[src/rtl/aes_sbox_dom_sched_if.sv]
// aes_sbox_dom_sched_if: start/randomness/issue/result bus of the shared DOM S-box scheduler
interface aes_sbox_dom_sched_if;
  logic       start;
  logic       key_en;
  logic       rnd_valid;
  logic       rnd_ready;
  logic       issue_valid;
  logic [4:0] issue_idx;
  logic       res_valid;
  logic [4:0] res_idx;
  logic       busy;
  logic       done;
  modport master (
    output start, key_en, rnd_valid,
    input  rnd_ready, issue_valid, issue_idx, res_valid, res_idx, busy, done
  );
  modport slave (
    input  start, key_en, rnd_valid,
    output rnd_ready, issue_valid, issue_idx, res_valid, res_idx, busy, done
  );
endinterface

[src/rtl/aes_sbox_dom_sched.sv]
// aes_sbox_dom_sched: issues key/state bytes to a LAT-deep DOM S-box, gated on fresh randomness, and tags results
module aes_sbox_dom_sched #(
  parameter int LAT    = 5,
  parameter int NSTATE = 16,
  parameter int NKEY   = 4
) (
  input logic                  clk,
  input logic                  rst,
  aes_sbox_dom_sched_if.slave  bus
);
  localparam logic [1:0] IDLE = 2'd0, ISSUE = 2'd1, DRAIN = 2'd2, DONE = 2'd3;
  logic [1:0]     st_q, st_d;
  logic           key_q;
  logic [4:0]     idx_q, iss_q, res_q;
  logic [LAT-1:0] tv_q;
  logic [4:0]     ti_q [LAT];
  logic           issue, go;
  logic [4:0]     total;
  assign go    = st_q == IDLE && bus.start;
  assign issue = st_q == ISSUE && bus.rnd_valid;
  assign total = key_q ? 5'(NSTATE + NKEY) : 5'(NSTATE);
  always_comb
    st_d = go                                                        ? ISSUE :
           (issue && iss_q == total - 5'd1)                          ? DRAIN :
           (st_q == DRAIN && bus.res_valid && res_q == total - 5'd1) ? DONE  :
           (st_q == DONE)                                            ? IDLE  : st_q;
  // idx_q always holds the next byte to issue, so issue_idx is a clean register output
  always_ff @(posedge clk or posedge rst)
    if (rst) begin
      st_q  <= IDLE;
      key_q <= 1'b0;
      idx_q <= '0;
      iss_q <= '0;
      res_q <= '0;
      tv_q  <= '0;
      for (int i = 0; i < LAT; i++) ti_q[i] <= '0;
    end else begin
      st_q <= st_d;
      if (go) begin
        key_q <= bus.key_en;
        idx_q <= bus.key_en ? 5'(NSTATE) : 5'd0;
        iss_q <= '0;
        res_q <= '0;
      end else begin
        if (issue) begin
          iss_q <= iss_q + 5'd1;
          idx_q <= idx_q == 5'(NSTATE + NKEY - 1) ? 5'd0 : idx_q + 5'd1;
        end
        if (bus.res_valid) res_q <= res_q + 5'd1;
      end
      for (int i = LAT - 1; i > 0; i--) begin
        tv_q[i] <= tv_q[i-1];
        ti_q[i] <= ti_q[i-1];
      end
      tv_q[0] <= issue;
      ti_q[0] <= idx_q;
    end
  assign bus.issue_valid = issue;
  assign bus.rnd_ready   = issue;
  assign bus.issue_idx   = idx_q;
  assign bus.res_valid   = tv_q[LAT-1];
  assign bus.res_idx     = ti_q[LAT-1];
  assign bus.busy        = st_q == ISSUE || st_q == DRAIN;
  assign bus.done        = st_q == DONE;
endmodule

[src/flat_wrapper.sv]
// flat-port wrapper written by rule: the top's interface ports become plain ports
module aes_sbox_dom_sched_flat 
#(
  parameter int LAT    = 5,
  parameter int NSTATE = 16,
  parameter int NKEY   = 4
)
  (clk, rst, bus_start, bus_key_en, bus_rnd_valid, bus_rnd_ready, bus_issue_valid, bus_issue_idx, bus_res_valid, bus_res_idx, bus_busy, bus_done);
  aes_sbox_dom_sched_if bus_i ();
  input logic clk;
  input logic rst;
  input wire logic [$bits(bus_i.start)-1:0] bus_start;
  input wire logic [$bits(bus_i.key_en)-1:0] bus_key_en;
  input wire logic [$bits(bus_i.rnd_valid)-1:0] bus_rnd_valid;
  output wire logic [$bits(bus_i.rnd_ready)-1:0] bus_rnd_ready;
  output wire logic [$bits(bus_i.issue_valid)-1:0] bus_issue_valid;
  output wire logic [$bits(bus_i.issue_idx)-1:0] bus_issue_idx;
  output wire logic [$bits(bus_i.res_valid)-1:0] bus_res_valid;
  output wire logic [$bits(bus_i.res_idx)-1:0] bus_res_idx;
  output wire logic [$bits(bus_i.busy)-1:0] bus_busy;
  output wire logic [$bits(bus_i.done)-1:0] bus_done;
  assign bus_i.start = bus_start;
  assign bus_i.key_en = bus_key_en;
  assign bus_i.rnd_valid = bus_rnd_valid;
  assign bus_rnd_ready = bus_i.rnd_ready;
  assign bus_issue_valid = bus_i.issue_valid;
  assign bus_issue_idx = bus_i.issue_idx;
  assign bus_res_valid = bus_i.res_valid;
  assign bus_res_idx = bus_i.res_idx;
  assign bus_busy = bus_i.busy;
  assign bus_done = bus_i.done;
  aes_sbox_dom_sched #(.LAT(LAT), .NSTATE(NSTATE), .NKEY(NKEY)) u_core (.clk(clk), .rst(rst), .bus(bus_i));
endmodule
[config.mk]
export PLATFORM = sky130hd
export DESIGN_NAME = aes_sbox_dom_sched_flat
export DESIGN_NICKNAME = d
export VERILOG_FILES = /design/src/rtl/aes_sbox_dom_sched_if.sv /design/src/rtl/aes_sbox_dom_sched.sv /design/src/flat_wrapper.sv
export SDC_FILE = /design/constraint.sdc
export NUM_CORES = 1
export LEC_CHECK = 0
export CORE_AREA = 2 2 61 63
export DETAILED_ROUTE_END_ITERATION = 8
export DIE_AREA = 0 0 63 65
export HOLD_SLACK_MARGIN = 0.06
export PLACE_DENSITY = 0.75
export SYNTH_ARGS = -nofsm -noshare
export SYNTH_HDL_FRONTEND = slang
export SYNTH_SLANG_ARGS = --single-unit
[constraint.sdc]
create_clock -name clk -period 1.67 [get_ports clk]
set_input_delay 0.167 -clock clk [delete_from_list [all_inputs] [get_ports clk]]
set_output_delay 0.167 -clock clk [all_outputs]
set_load 0.03 [all_outputs]
==> results.txt <==
----------------------------------------------------
[Outcome]
  Result of the run ... finished clean

[Timing]
  Share of the cycle needed by the critical path after routing ... 97.0%
  Unrepaired setup endpoints after global routing ... true
  Post-route worst hold slack ... 104 ps
  Clock Skews ... 6.55 ps
  Slew @ Worst Pin ... 410 ps
  Final Critical Period ... 1620 ps
  Highest Clock Rate ... 618 MHz
  Final max-slew violation count ... 0
  Setup-violating endpoint count in the final report ... 0
  Number of endpoints with negative hold slack in the final report ... 0
  Headroom to the max-slew limit ... 72.6%

[Critical path]
  Startpoint of the lowest-slack register-to-register path ... u_core.st_q[0]$_DFFE_PP0P_
  Class of the most critical setup path ... reg2out
  Reg-to-reg slack, setup ... 230 ps
  Reg2Reg Depth ... 5
  Master of the slowest instance on the critical path ... sky130_fd_sc_hd__dfrtp_1
  Kind of end point of the critical path ... output port
  Combined buffer and inverter count along the critical path ... 2
  Crit path cell chain ... buf_4 -> ha_1 -> dlygate4sd2_1
  Largest stage delay on the critical path ... 400 ps
  Crit-path leading delay family ... buffers and inverters
  Reg-to-reg endpoint ... u_core.st_q[1]$_DFFE_PP0P_
  Crit path arrival time ... 1450 ps
  Worst setup SP type ... register
  Required time of the critical path ... 1500 ps
  Worst-path fanout max ... 3

[Synth]
  Gate Count Post-Synth ... 138
  Mapped Area ... 0.00179 mm²
  Sequential cell area fraction in the yosys report ... 67.1%
  Syn. warnings ... 0
  Per-instance average area after synthesis ... 13.0 µm²
  Synthesized Nets ... 150
  Number of storage elements in the synthesis netlist ... 48
  Count of different cell masters after synthesis ... 30

[Detailed routing]
  Number of iterations in the first detailed-routing pass ... 4
  Total length of routed wires ... 2740 µm
  Final routed wire length divided by cell count ... 13.3 µm
  DRC viols ... 0
  Vias per cell ... 5.20
  Iteration-0 DRC Markers ... 26
  Via count ... 1,071
  Antenna Nets Post-Route ... 0

[Global route]
  Most utilized layer in the global route result ... met2
  Global-route wire length before repair ... 4630 µm
  Overall overflow remaining after global route ... 0
  Overall Global Routing Usage ... 14.9%
  Met3 track demand over resource in global routing ... 3.13%
  Maximum number of pins on one net before global-route repair ... 31
  Number of global-route vias before repair ... 1,035
  Met1 track demand over resource ... 18.5%
  GR Util met2 ... 24.6%
  Antenna violations before repair ... 0

[Floorplanning]
  Die Outline Area ... 0.00410 mm²
  Area of the core region ... 0.00350 mm²
  Die span in x ... 63 µm
  Row cnt ... 22
  Top-Level Pins ... 20
  Effective utilization at floorplan ... 51.2%
  Chip height ... 65 µm

[CTS]
  TritonCTS buffer count ... 5
  Total clock sinks ... 48
  CTS H-tree lvls ... 2
  Clock slew at the register clock pins of the worst setup and hold paths ... 130 ps
  Clk_lat worst skew ... 350 ps
  Max Root-Sink Buffers ... 2
  Hold-fix buffer count after cts ... 0
  CTS Root Buffer Type ... sky130_fd_sc_hd__clkbuf_4
  Clock tree from TritonCTS ... done

[Power and ir drop]
  Static leakage ... 0.976 nW
  Power after layout ... 3.92 mW
  Peak supply drop ... 1160 µV
  Total power divided by cell area ... 1870 mW/mm²

[Final layout]
  Layout cell share with drive strength beyond 1 ... 13.3%
  NumNets Final ... 169
  Post-route insts no fill ... 206
  Syn-to-layout area delta ... 17.1%
  Number of diodes ... 0
  # fillers ... 285

[Placement]
  Detailed placement HPWL ... 1830 µm
  Final weighted congestion in routability-driven placement ... 0.733
  Placed Instances ... 197
  Port-buffer cells ... 19

[Job]
  Max-cap violations ... 0

[Min path]
  Worst min-delay path category ... in2async

----------------------------------------------------
[where the power goes]
part	internal (mW)	switching (mW)	leakage (nW)	total (mW)
Combinational	0.519	0.730	0.326	1.25
Clock	0.359	0.349	0.0484	0.708
Sequential	1.65	0.320	0.601	1.97
[cell families after synthesis]
kind of cell | Yosys count | share of synthesized area, %
AO/OA/AOI/OAI | 22 | 7.76
XOR/XNOR | 6 | 2.94
adder cells (fa/ha/maj) | 7 | 4.89
buffers and inverters | 16 | 5.17
flip-flops | 48 | 67.1
multiplexers | 1 | 0.559
AND/OR/NAND/NOR | 38 | 11.5
[per-layer routing]
metal  wire length [µm]  up-vias
met3                111        8
met1               1220      536
met5                  0        -
li1                   -      501
met2               1350       26
met4                 61        0
[synth_stat cells]
master | number | share of area, %
sky130_fd_sc_hd__xor2_1 | 4 | 2.0
sky130_fd_sc_hd__o211ai_1 | 1 | 0.42
sky130_fd_sc_hd__o21a_1 | 1 | 0.42
sky130_fd_sc_hd__nand4_1 | 2 | 0.70
sky130_fd_sc_hd__mux2i_1 | 1 | 0.56
sky130_fd_sc_hd__xnor2_1 | 2 | 0.98
sky130_fd_sc_hd__buf_4 | 6 | 2.5
sky130_fd_sc_hd__or4_1 | 1 | 0.42
sky130_fd_sc_hd__a21oi_1 | 7 | 2.0
sky130_fd_sc_hd__a311o_2 | 1 | 0.63
sky130_fd_sc_hd__buf_6 | 1 | 0.63
sky130_fd_sc_hd__clkbuf_1 | 1 | 0.21
sky130_fd_sc_hd__a21boi_1 | 1 | 0.42
sky130_fd_sc_hd__nand2_1 | 11 | 2.3
sky130_fd_sc_hd__and2_1 | 1 | 0.35
sky130_fd_sc_hd__nand2_2 | 1 | 0.35
sky130_fd_sc_hd__inv_1 | 6 | 1.3
sky130_fd_sc_hd__or3_1 | 4 | 1.4
sky130_fd_sc_hd__ha_1 | 7 | 4.9
sky130_fd_sc_hd__nor2_1 | 8 | 1.7
sky130_fd_sc_hd__buf_2 | 2 | 0.56
sky130_fd_sc_hd__dfrtp_1 | 48 | 67
sky130_fd_sc_hd__and3b_2 | 1 | 0.56
sky130_fd_sc_hd__nor4bb_1 | 4 | 2.2
sky130_fd_sc_hd__o21ai_0 | 7 | 2.0
sky130_fd_sc_hd__a31oi_1 | 1 | 0.35
sky130_fd_sc_hd__a221o_2 | 1 | 0.63
sky130_fd_sc_hd__o2111ai_1 | 2 | 0.98
sky130_fd_sc_hd__nand3_1 | 3 | 0.84
sky130_fd_sc_hd__nor2b_1 | 2 | 0.70
[metrics by stage]
stage	instance area [µm²]	utilization, %	setup slack (ps)	setup TNS, ps
after global routing	2100	59.9	-9.58	-17.1
after floorplan	1790	-	155	0
after detailed placement	1990	57.0	101	0
after CTS	2090	59.8	14.8	0
after global placement	1990	57.0	155	0
final	2100	59.9	50.8	0
[worst register-to-register path: cells and delay by family (launching register included)]
family	cells	cell delay [ps]
adder cells (fa/ha/maj)	1	230
AO/OA/AOI/OAI	1	100
flip-flops	1	440
AND/OR/NAND/NOR	2	490
buffers and inverters	1	100
[worst max path at each step]
stage | end | start | slack (ps) | cells past startpoint
global placement | bus_busy | u_core.st_q[0]$_DFFE_PP0P_ | 150 | 3
floorplan | u_core.bus.issue_idx[2]$_DFFE_PP0P_ | u_core.bus.issue_idx[0]$_DFFE_PP0P_ | 160 | 4
finish | bus_done | u_core.st_q[1]$_DFFE_PP0P_ | 50 | 3
global route | bus_rnd_ready | u_core.st_q[1]$_DFFE_PP0P_ | -10 | 5
detailed placement | u_core.st_q[0]$_DFFE_PP0P_ | u_core.st_q[1]$_DFFE_PP0P_ | 100 | 6
CTS | bus_busy | u_core.st_q[0]$_DFFE_PP0P_ | 10 | 3
[state kept, by name, indices dropped and copies added (netlist names)]
register	flops
u_core.ti_q	20
u_core.bus.issue_idx	5
u_core.bus.res_idx	5
u_core.iss_q	5
u_core.res_q	5
u_core.tv_q	5
u_core.st_q	2
u_core.key_q	1
[layout make-up]
type	instances	area [µm²]	share of cell area (%)
flip-flops and latches	48	1200	57.3
multi-input cells	74	513	24.5
repair buffers	22	206	9.85
clock buffers	6	51.3	2.45
well taps	48	60.1	2.87
clock inverters	2	38.8	1.85
inverters	6	25.0	1.19
[layout by cell type (no fill, tap or decap), types with 2 or more instances in the layout]
| master | synthesis | final |
|---|---|---|
| sky130_fd_sc_hd__nor4bb_1 | 4 | 4 |
| sky130_fd_sc_hd__ha_1 | 7 | 6 |
| sky130_fd_sc_hd__or3_1 | 4 | 4 |
| sky130_fd_sc_hd__nor2b_1 | 2 | 2 |
| sky130_fd_sc_hd__inv_1 | 6 | 4 |
| sky130_fd_sc_hd__buf_4 | 6 | 4 |
| sky130_fd_sc_hd__dfrtp_1 | 48 | 48 |
| sky130_fd_sc_hd__xor2_1 | 4 | 4 |
| sky130_fd_sc_hd__nand4_1 | 2 | 2 |
| sky130_fd_sc_hd__o21ai_0 | 7 | 7 |
| sky130_fd_sc_hd__xnor2_1 | 2 | 2 |
| sky130_fd_sc_hd__clkdlybuf4s50_1 | 0 | 9 |
| sky130_fd_sc_hd__a21oi_1 | 7 | 7 |
| sky130_fd_sc_hd__nor2_1 | 8 | 8 |
| sky130_fd_sc_hd__dlygate4sd2_1 | 0 | 7 |
| sky130_fd_sc_hd__nand2_1 | 11 | 11 |
| sky130_fd_sc_hd__clkbuf_4 | 0 | 5 |
| sky130_fd_sc_hd__nand3_1 | 3 | 3 |
| sky130_fd_sc_hd__o2111ai_1 | 2 | 2 |
[what timing repair did]
action,4_1_cts,5_1_grt
buffers inserted,1,0
gates resized for setup,13,2
endpoints found under the setup margin,10,3
hold endpoints to repair,0,0
(Power assumes the default switching activity.)
